$ cat config.mk
export PLATFORM = sky130hd
export DESIGN_NAME = regfile_dump_controller_flat
export DESIGN_NICKNAME = d
export VERILOG_FILES = /design/src/rtl/regfile_dump_controller_if.sv /design/src/rtl/regfile_dump_controller.sv /design/src/flat_wrapper.sv
export SDC_FILE = /design/constraint.sdc
export NUM_CORES = 1
export LEC_CHECK = 0
export ABC_AREA = 1
export CORE_MARGIN = 2
export CORE_UTILIZATION = 45
export CTS_CLUSTER_DIAMETER = 30
export DETAILED_ROUTE_END_ITERATION = 16
export DONT_BUFFER_PORTS = 1
export GPL_TIMING_DRIVEN = 0
export SLEW_MARGIN = 10
export SYNTH_ARGS = -nofsm -noshare
export SYNTH_HDL_FRONTEND = slang
export SYNTH_SLANG_ARGS = --single-unit
$ cat constraint.sdc
create_clock -name clk -period 7.79 [get_ports clk]
set_input_delay 1.1685 -clock clk [delete_from_list [all_inputs] [get_ports clk]]
set_output_delay 1.1685 -clock clk [all_outputs]
set_load 0.05 [all_outputs]
$ cat src/rtl/regfile_dump_controller_if.sv
// Purpose: bundles the dump controller's request, register-file read port and
// stream/status signals into one interface.
// Ports (signals):
//   start, first_reg[4:0], last_reg[4:0]  - dump request (driven by master)
//   rf_read_register[4:0], rf_read_data   - register file read port
//   dump_data[31:0], dump_index[4:0]      - captured beat payload
//   dump_valid / dump_ready               - stream handshake
//   busy, done, error, checksum[31:0]     - status
// Modports: master = requester / register file / sink side, slave = controller.
interface regfile_dump_controller_if;
  localparam int unsigned IDX_W  = 5;
  localparam int unsigned DATA_W = 32;

  logic              start;
  logic [IDX_W-1:0]  first_reg;
  logic [IDX_W-1:0]  last_reg;
  logic [IDX_W-1:0]  rf_read_register;
  logic [DATA_W-1:0] rf_read_data;
  logic [DATA_W-1:0] dump_data;
  logic [IDX_W-1:0]  dump_index;
  logic              dump_valid;
  logic              dump_ready;
  logic              busy;
  logic              done;
  logic              error;
  logic [DATA_W-1:0] checksum;

  modport master (
    output start, first_reg, last_reg, rf_read_data, dump_ready,
    input  rf_read_register, dump_data, dump_index, dump_valid,
           busy, done, error, checksum
  );

  modport slave (
    input  start, first_reg, last_reg, rf_read_data, dump_ready,
    output rf_read_register, dump_data, dump_index, dump_valid,
           busy, done, error, checksum
  );
endinterface

$ cat src/rtl/regfile_dump_controller.sv
// Purpose: streams register file entries first_reg..last_reg out over a
// valid/ready handshake, one beat per read, keeping a running XOR checksum.
// Ports:
//   clk  - system clock, posedge
//   rst  - asynchronous active-high reset
//   bus  - regfile_dump_controller_if.slave (request, rf read port, stream, status)
// The register file is only ever read; rf_read_data is combinational from
// rf_read_register and is captured in READ.
module regfile_dump_controller (
  input  logic                       clk,
  input  logic                       rst,
  regfile_dump_controller_if.slave   bus
);
  localparam int unsigned IDX_W  = 5;
  localparam int unsigned DATA_W = 32;

  typedef enum logic [1:0] {
    IDLE = 2'd0,
    READ = 2'd1,
    SEND = 2'd2,
    DONE = 2'd3
  } state_t;

  state_t            state_q, state_d;
  logic [IDX_W-1:0]  ptr_q, ptr_d;
  logic [IDX_W-1:0]  last_q, last_d;
  logic [IDX_W-1:0]  addr_q, addr_d;
  logic [IDX_W-1:0]  index_q, index_d;
  logic [DATA_W-1:0] data_q, data_d;
  logic [DATA_W-1:0] csum_q, csum_d;
  logic              valid_q, valid_d;
  logic              busy_q, busy_d;
  logic              done_q, done_d;
  logic              error_q, error_d;

  // State and output registers
  always_ff @(posedge clk or posedge rst) begin
    if (rst) begin
      state_q <= IDLE;
      ptr_q   <= '0;
      last_q  <= '0;
      addr_q  <= '0;
      index_q <= '0;
      data_q  <= '0;
      csum_q  <= '0;
      valid_q <= 1'b0;
      busy_q  <= 1'b0;
      done_q  <= 1'b0;
      error_q <= 1'b0;
    end else begin
      state_q <= state_d;
      ptr_q   <= ptr_d;
      last_q  <= last_d;
      addr_q  <= addr_d;
      index_q <= index_d;
      data_q  <= data_d;
      csum_q  <= csum_d;
      valid_q <= valid_d;
      busy_q  <= busy_d;
      done_q  <= done_d;
      error_q <= error_d;
    end
  end

  // Next-state and next-output logic
  always_comb begin
    state_d = state_q;
    ptr_d   = ptr_q;
    last_d  = last_q;
    addr_d  = addr_q;
    index_d = index_q;
    data_d  = data_q;
    csum_d  = csum_q;
    valid_d = valid_q;
    error_d = 1'b0;

    unique case (state_q)
      IDLE: begin
        if (bus.start) begin
          if (bus.first_reg <= bus.last_reg) begin
            ptr_d   = bus.first_reg;
            last_d  = bus.last_reg;
            addr_d  = bus.first_reg;
            csum_d  = '0;
            state_d = READ;
          end else begin
            error_d = 1'b1;
          end
        end
      end
      READ: begin
        data_d  = bus.rf_read_data;
        index_d = ptr_q;
        valid_d = 1'b1;
        state_d = SEND;
      end
      SEND: begin
        if (bus.dump_ready) begin
          csum_d  = csum_q ^ data_q;
          valid_d = 1'b0;
          // Equality test ends the dump, so ptr never has to wrap past 31.
          if (ptr_q == last_q) begin
            addr_d  = '0;
            state_d = DONE;
          end else begin
            ptr_d   = ptr_q + IDX_W'(1);
            addr_d  = ptr_q + IDX_W'(1);
            state_d = READ;
          end
        end
      end
      DONE: begin
        state_d = IDLE;
      end
      default: begin
        state_d = IDLE;
      end
    endcase

    // Status flags registered against the state being entered
    busy_d = (state_d != IDLE);
    done_d = (state_d == DONE);
  end

  assign bus.rf_read_register = addr_q;
  assign bus.dump_data        = data_q;
  assign bus.dump_index       = index_q;
  assign bus.dump_valid       = valid_q;
  assign bus.busy             = busy_q;
  assign bus.done             = done_q;
  assign bus.error            = error_q;
  assign bus.checksum         = csum_q;
endmodule

$ cat src/flat_wrapper.sv
// flat-port wrapper written by rule: the top's interface ports become plain ports
module regfile_dump_controller_flat 
  (clk, rst, bus_start, bus_first_reg, bus_last_reg, bus_rf_read_data, bus_dump_ready, bus_rf_read_register, bus_dump_data, bus_dump_index, bus_dump_valid, bus_busy, bus_done, bus_error, bus_checksum);
  regfile_dump_controller_if bus_i ();
  input  logic clk;
  input  logic rst;
  input wire logic [$bits(bus_i.start)-1:0] bus_start;
  input wire logic [$bits(bus_i.first_reg)-1:0] bus_first_reg;
  input wire logic [$bits(bus_i.last_reg)-1:0] bus_last_reg;
  input wire logic [$bits(bus_i.rf_read_data)-1:0] bus_rf_read_data;
  input wire logic [$bits(bus_i.dump_ready)-1:0] bus_dump_ready;
  output wire logic [$bits(bus_i.rf_read_register)-1:0] bus_rf_read_register;
  output wire logic [$bits(bus_i.dump_data)-1:0] bus_dump_data;
  output wire logic [$bits(bus_i.dump_index)-1:0] bus_dump_index;
  output wire logic [$bits(bus_i.dump_valid)-1:0] bus_dump_valid;
  output wire logic [$bits(bus_i.busy)-1:0] bus_busy;
  output wire logic [$bits(bus_i.done)-1:0] bus_done;
  output wire logic [$bits(bus_i.error)-1:0] bus_error;
  output wire logic [$bits(bus_i.checksum)-1:0] bus_checksum;
  assign bus_i.start = bus_start;
  assign bus_i.first_reg = bus_first_reg;
  assign bus_i.last_reg = bus_last_reg;
  assign bus_i.rf_read_data = bus_rf_read_data;
  assign bus_i.dump_ready = bus_dump_ready;
  assign bus_rf_read_register = bus_i.rf_read_register;
  assign bus_dump_data = bus_i.dump_data;
  assign bus_dump_index = bus_i.dump_index;
  assign bus_dump_valid = bus_i.dump_valid;
  assign bus_busy = bus_i.busy;
  assign bus_done = bus_i.done;
  assign bus_error = bus_i.error;
  assign bus_checksum = bus_i.checksum;
  regfile_dump_controller u_core (.clk(clk), .rst(rst), .bus(bus_i));
endmodule
* After elaboration in Yosys (flattened, before gate mapping)
Index checks and enable logic that the tools add are counted.
** Word-level totals
- Flip-flop bits (word level) :: 90
- Word-level logic and storage cells :: 53
- Bits of input ports :: 46
- Output and inout port bits :: 78
** Operators by class
- Add/subtract/negate cells :: 1
- Eq/ne operators :: 9
- Magnitude comparators :: 1
- Bitwise logic cells :: 1
- Mux-type cells :: 22
- Reduce and logical (&&, ||, !) cells :: 8
** Operators by type and width (count)
- 32-bit two-way mux :: 3
- 32-bit one-hot mux with 2 select lines :: 1
- 32-bit XOR :: 1
- 5-bit two-way mux :: 6
- 5-bit one-hot mux with 2 select lines :: 2
- 2-bit two-way mux :: 4
- 2-bit one-hot mux with 4 select lines :: 1
- 2-bit == test (second input constant) :: 3
- 2-bit != test (second input constant) :: 3
- 2-bit nonzero test :: 3
- 5-bit by 1-bit adder with 5-bit output (second input constant) :: 1
- 5-bit == test :: 1
- 5-bit <= comparator :: 1
- 5-bit AND reduction :: 1
- 1-bit two-way mux :: 4
- 4-bit AND reduction :: 1
- 3-bit AND reduction :: 1
- 2-bit by 1-bit == test with 1-bit output (second input constant) :: 1
- 2-bit zero test :: 1
- 2-bit by 1-bit != test with 1-bit output (second input constant) :: 1
- 1-bit one-hot mux with 2 select lines :: 1
- 2-bit AND reduction :: 1

* Depth between registers and ports, before layout
Gate-level depths: netlist (run 1).
- Depth in word-level cells :: 5
- Gate-level depth with buffers :: 13
- Depth with buffers taken out :: 11

* Worst setup path before layout (run 1)
Ideal clock, no wire load.
- Path kind :: input -> register
- Start point :: input bus_last_reg[4]
- End point :: register u_core.csum_q[17], in the netlist u_core.bus.checksum[17]
- Required time :: 7.672 ns
- Arrival time :: 2.369 ns
- Path buffers :: 2
- Library setup time :: 0.118 ns
- Cell stages on the path :: 13
- Slack :: 5.303 ns
- Path through :: inv_1 > ha_1 > nand2_1 > nor2_1 > nand2_1 > nand3_1 > nand3_1 > nand3_2 > inv_2 > buf_4 > buf_6 > nand2_1 > nand2_1
** Between the ends
- Longest elaborated chain between the ends :: 3
** RTL lines
- start, declared :: line flat_wrapper.sv:9 : input wire logic [$bits(bus_i.last_reg)-1:0] bus_last_reg;
- 5-bit <= comparator :: line regfile_dump_controller.sv:80 : if (bus.first_reg <= bus.last_reg) begin
- 2-bit by 1-bit != test with 1-bit output (no source line)
- 4-bit AND reduction (no source line)
- end signal, assigned :: line regfile_dump_controller.sv:57 : csum_q <= csum_d;
- end, declared :: line regfile_dump_controller.sv:30 : logic [DATA_W-1:0] csum_q, csum_d;
Every way passes these cells.
A chain may end at the register's enable or synchronous reset.

* Final worst setup path (run 1)
- Start point :: input bus_last_reg[4]
- End point :: register u_core.busy_q, in the netlist u_core.bus.busy
** Between the ends
- Longest elaborated chain between the ends :: 5
** RTL lines
- 5-bit <= comparator :: line regfile_dump_controller.sv:80
- 2-bit two-way mux :: line regfile_dump_controller.sv:80
- 2-bit two-way mux :: line regfile_dump_controller.sv:79 : if (bus.start) begin
- 2-bit one-hot mux with 4 select lines :: line regfile_dump_controller.sv:77 : unique case (state_q)
- 2-bit nonzero test :: line regfile_dump_controller.sv:121 : busy_d = (state_d != IDLE);
- via u_core.busy_d :: line regfile_dump_controller.sv:32 : logic busy_q, busy_d;
- end signal, assigned :: line regfile_dump_controller.sv:59 : busy_q <= busy_d;
- end, declared :: line regfile_dump_controller.sv:32
The timed path passes the listed nets, and every way through them passes these cells.

==> impl_metrics.json, run 1 <==
{
  "status": "finished, final reports clean",
  "gp_congestion": 0.851,
  "track_usage_pct": 20.3,
  "overflow": 0,
  "drtAntennaViolNets": 0,
  "antenna_found_initial": 0,
  "syn_nets": 562,
  "dp_cells": 619,
  "rr_endpoint": "u_core.bus.dump_data[6]",
  "portBuffers": 0,
  "clk_path_buf_depth": 2,
  "relSlewSlack_pct": 59.5,
  "min_period_ps": 2430,
  "viasPerCell": 4.88,
  "critical_path_arrival_ps": 2640,
  "ys_ff_latch": 90,
  "reg2reg_from": "u_core.state_q[0]",
  "r2r_cells": 6,
  "async_flop_share_pct": 100,
  "yosys.area.top_type": "dfrtp_1",
  "min_path_cells": 2,
  "clock_skew_ps": 11.4,
  "drt-total-wl_um": 9440,
  "synth_edf_count": 0,
  "netlist_instances": 510,
  "crit_family": "simple AND/OR/NAND/NOR gates",
  "worst_pin_slew_ps": 608,
  "drive_above_1_share_pct": 5.89,
  "hpwl_um": 6750,
  "rsz0062_at_grt": "false",
  "numCtsBuffers": 9,
  "post-place-ws_ps": 4980,
  "min_from": "u_core.last_q[4]",
  "period_share_pct": 31.2,
  "syn_area_sq_mm": 0.00414,
  "die-area_sq_mm": 0.00998,
  "seq_area_frac_synth_pct": 54.4,
  "hold_buffers": 0,
  "max_freq_mhz": 411,
  "critical_path.cell_chain": "inv_1 > ha_1 > nand2_1 > nor2_1 > nand2_1 > nand3_1 > nand3_1 > nand3_2 > buf_4 > buf_4 > nand4_1",
  "holdPathEnd": "u_core.last_q[4]",
  "grt_max_degree": 48,
  "final_max_slew_viol_count": 0,
  "synth.distinct_cells": 20,
  "drc": 0,
  "area_growth_pct": 8.29,
  "final_hold_viol_count": 0,
  "num_antenna_cells": 0,
  "design_area_sq_mm": 0.00448,
  "die_h_um": 99.9,
  "wl_per_cell_um": 14.9,
  "avgSynthCellArea_sq_um": 8.11,
  "ctsResizeCount": 0,
  "die_w_um": 99.9,
  "first_iter_violations": 109,
  "cts-root-buf": "clkbuf_8",
  "nets": 574,
  "cts_num_sinks": 90,
  "finalSetupTns_ps": 0,
  "grt_pass1_vias": 3031,
  "post-cts-setup-buffer-count": 0,
  "ys.flop_type": "dfrtp_1",
  "first_pass_iters": 4,
  "max_stage_delay_ps": 290,
  "cts_tree": "done",
  "path_class": "in2reg",
  "vias": 3097,
  "ff2ff_setup_slack_ps": 5920,
  "clk_latency_ps": 360,
  "setup_violations": 0,
  "endpoint_kind": "flop",
  "n_fill_cell": 884,
  "yosysWarnings": 0,
  "fin_cells": 634,
  "num_rows": 34,
  "drv_cap": 0,
  "clk_pin_slew_ps": 90,
  "core_sq_mm": 0.00881,
  "final.setup.worst_slack_ps": 5360,
  "cp_max_fo": 10,
  "place_area_sq_mm": 0.00430,
  "critPathSlowestCell": "ha_1",
  "grt_first_pass_wirelength_um": 15600,
  "synth_top_area_share_pct": 54.4,
  "worst-endpoint-required_ps": 8000,
  "initial_core_util_pct": 47.0,
  "startpoint_type": "input port",
  "io_pins": 124,
  "synthTopCellsByArea": "dfrtp_1 (54%), nand2_1 (23%), xnor2_1 (7.0%)",
  "path_buf_inv": 3,
  "cts_max_level": 3,
  "hp-class": "reg2reg"
}
state kept, by name, indices dropped and copies added (netlist names):
signal	cells
u_core.state_q	2
u_core.bus.dump_valid	1
u_core.bus.error	1
u_core.bus.busy	1
u_core.ptr_q	5
u_core.bus.rf_read_register	5
u_core.bus.dump_index	5
u_core.last_q	5
u_core.bus.dump_data	32
u_core.bus.checksum	32
u_core.bus.done	1
tightest hold or removal path, cell delays in order, from the launching register on:
cell and delay, ps:
dfrtp_1 370, nand2_1 50, o21ai_0 60
placed cells by master (no fill, tap or decap), types with 6 or more instances in the layout:
master	instances
xnor2_1	33
nor2_1	42
dfrtp_1	90
o21ai_0	18
clkbuf_8	10
nand3_1	10
clkbuf_1	9
nand2_1	257
ha_1	6
inv_1	22
cells by family (layout without fill, tap and decap cells):
logic type / after synthesis / count (layout) / synth area share (%)
and+or+nand+nor: 314 / 314 / 29.3
DFF: 90 / 90 / 54.4
buffers and inverters: 45 / 61 / 4.75
xor gates and xnor gates: 33 / 33 / 6.99
AOI/OAI and AO/OA: 22 / 22 / 2.72
adders and majority gates: 6 / 6 / 1.81
worst max path at each step:
| stage | startpoint | end | slack (ps) | cells past startpoint |
|---|---|---|---|---|
| 3_5_place_dp | bus_last_reg[4] | u_core.bus.busy | 4980 | 11 |
| 2_1_floorplan | rst | u_core.bus.busy | 4290 | 1 |
| 5_1_grt | bus_last_reg[4] | u_core.bus.busy | 5210 | 11 |
| 6_report | bus_last_reg[4] | u_core.bus.busy | 5360 | 11 |
| 4_1_cts | bus_last_reg[4] | u_core.bus.busy | 5350 | 11 |
| 3_3_place_gp | rst | u_core.bus.dump_data[22] | 3220 | 1 |
routing by layer:
metal  global-route usage (%)  vias to the layer above  wire length, um
met5                        0                        -                0
met4                     6.74                        0               93
met3                     5.43                        8              709
met2                     32.1                       95             4230
met1                     27.4                     1426             4410
li1                         -                     1568                -
synthesized netlist by cell type (2+ instances only):
master    number
a21oi_1        3
buf_2          4
nor2_1        42
buf_4          4
inv_1         23
xnor2_1       33
inv_2          3
dfrtp_1       90
ha_1           6
nand3_1       10
nand4_1        2
o21ai_0       18
nand2_1      257
clkbuf_1       9
through the flow:
stage | hold WS [ps] | util, %
5_1_grt | 542 | 50.9
3_3_place_gp | 495 | 48.5
3_5_place_dp | 500 | 48.8
2_1_floorplan | 473 | -
4_1_cts | 521 | 50.9
6_report | 516 | 50.9
area by class of cell:
cell class / count / area [sq um] / share of cell area, %
Buffer: 19 / 98.8 / 2.21
Clock buffer: 10 / 138 / 3.07
Clock inverter: 5 / 40.0 / 0.894
Inverter: 26 / 100 / 2.23
Multi-Input combinational cell: 375 / 1690 / 37.7
Sequential cell: 90 / 2250 / 50.3
Tap cell: 108 / 135 / 3.02
Timing Repair Buffer: 1 / 27.5 / 0.615
Power of run 1 is not shown: default switching activity piles up to over one toggle a cycle in this logic, so the estimate is an artifact.
==> run 2, diff against run 1 <==
- clock period: 7.79 -> 2.5 ns (I/O delays scaled with it)
==> run 2 against run 1 <==
  * Die area unchanged
  * Final cell count increased by 0.32%
  * Worst hold slack got worse by 390 ps
  * Routed wire length increased by 3.8%
  * Count of clock-buffer cells in the layout decreased by 1
  * Design area increased by 2.8%
  * Global-route usage increased by 0.24 points
  * Clock skew about the same
  * Via count increased by 2.0%
  * Non-clock buffer count increased by 3
  * Worst setup slack got worse by 4700 ps
  * Sequential cell count unchanged
==> impl_metrics.json, run 2 (synthesis results as in run 1) <==
{
  "status": "finished, final reports clean",
  "period_share_pct": 73.8,
  "n_fill_cell": 878,
  "critPathSlowestCell": "nor2_1",
  "portBuffers": 0,
  "cts_tree": "done",
  "worst_pin_slew_ps": 633,
  "first_pass_iters": 4,
  "drc": 0,
  "drv_cap": 0,
  "nets": 577,
  "cts_max_level": 3,
  "max_freq_mhz": 542,
  "setup_violations": 0,
  "seq_area_sq_mm": 0.00225,
  "numCtsBuffers": 9,
  "grt_max_degree": 35,
  "route.met3.wl_um": 735,
  "final_cell_mix": "nand2_1 (257), dfrtp_1 (90), nor2_1 (42)",
  "wl_met2_um": 4440,
  "num_antenna_cells": 0,
  "gp_congestion": 0.790,
  "initial_core_util_pct": 47.0,
  "cts_num_sinks": 90,
  "hp-class": "in2reg",
  "rsz0062_at_grt": "false",
  "die_w_um": 99.9,
  "relSlewSlack_pct": 57.8,
  "worst-endpoint-required_ps": 2750,
  "grt_first_pass_wirelength_um": 15900,
  "final_max_slew_viol_count": 0,
  "min_period_ps": 1840,
  "post-cts-setup-buffer-count": 0,
  "path_common_cell": "nand2_1",
  "cp_max_fo": 10,
  "critical_path_arrival_ps": 2090,
  "clk_pin_slew_ps": 90,
  "endpoint_kind": "flop",
  "critical_path.cell_chain": "inv_1 > nor2_1 > inv_2 > clkbuf_1 > nand2_1 > nand2_1",
  "core_sq_mm": 0.00881,
  "final_common_cell": "nand2_1",
  "met1_length_um": 4510,
  "track_usage_pct": 20.5,
  "final_hold_viol_count": 0,
  "drive_above_1_share_pct": 6.06,
  "max_stage_delay_ps": 440,
  "drtAntennaViolNets": 0,
  "antenna_found_initial": 0,
  "overflow": 0,
  "startpoint_type": "flop",
  "io_pins": 124,
  "num_rows": 34,
  "viasPerCell": 4.97,
  "hold_slack_ps": 131,
  "vias": 3159,
  "clock_skew_ps": 11.1,
  "die-area_sq_mm": 0.00998,
  "cts-root-buf": "clkbuf_8",
  "top_layer_used": "met4",
  "grt_pass1_vias": 3017,
  "clk_path_buf_depth": 2,
  "area_growth_pct": 11.3,
  "clk_latency_ps": 350,
  "hpwl_um": 7130,
  "path_class": "reg2reg",
  "drt-total-wl_um": 9800,
  "first_iter_violations": 108,
  "die_h_um": 99.9,
  "wl_per_cell_um": 15.4,
  "multiInputGateArea_sq_mm": 0.00169,
  "finalSetupTns_ps": 0
}
[run 2: routing by layer]
layer / vias up / GRT usage (%)
li1: 1576 / -
met5: - / 0
met3: 11 / 5.29
met4: 0 / 6.01
met1: 1475 / 27.8
met2: 97 / 32.8
[run 2: worst paths after layout]
check	start	to	slack [ps]	cells past startpoint
max	u_core.state_q[0]	u_core.bus.dump_data[11]	660	6
min	bus_rf_read_data[24]	u_core.bus.dump_data[24]	130	2
max reg2reg	u_core.state_q[0]	u_core.bus.dump_data[11]	660	6
min reg2reg	u_core.last_q[3]	u_core.last_q[3]	520	2
max in group asynchronous	rst	u_core.bus.checksum[4]	1390	4
min in group asynchronous	rst	u_core.bus.dump_data[23]	480	2
[run 2: what timing repair did]
| item | CTS | global route |
|---|---|---|
| endpoints found under the hold margin | 12 | 0 |
| hold buffers | 1 | 0 |
| gates resized for setup | 0 | 0 |
[run 2: critical path: cells and delay by family (launching register included)]
family / cells / cell delay, ps
AND/OR/NAND/NOR: 3 / 630
buffers and inverters: 3 / 670
flip-flops: 1 / 430
[run 2: final cells by class]
type                    instances  share of cell area, %
plain buffers                  19                   2.15
clock inverters                 5                   2.80
inverters                      26                   2.20
clock buffers                   9                   2.69
multi-input cells             375                   36.6
flip-flops and latches         90                   48.9
well taps                     108                   2.93
repair buffers                  4                   1.68
[run 2: metrics by stage]
step / utilization (%) / setup slack (ps) / area [sq um] / cells
2_1_floorplan: - / 806 / 4140 / 510
3_3_place_gp: 48.6 / 502 / 4280 / 618
3_5_place_dp: 49.3 / 494 / 4340 / 621
4_1_cts: 52.3 / 624 / 4610 / 636
5_1_grt: 52.3 / 444 / 4610 / 636
6_report: 52.3 / 656 / 4610 / 636
Power of run 2 is left out for the same reason.
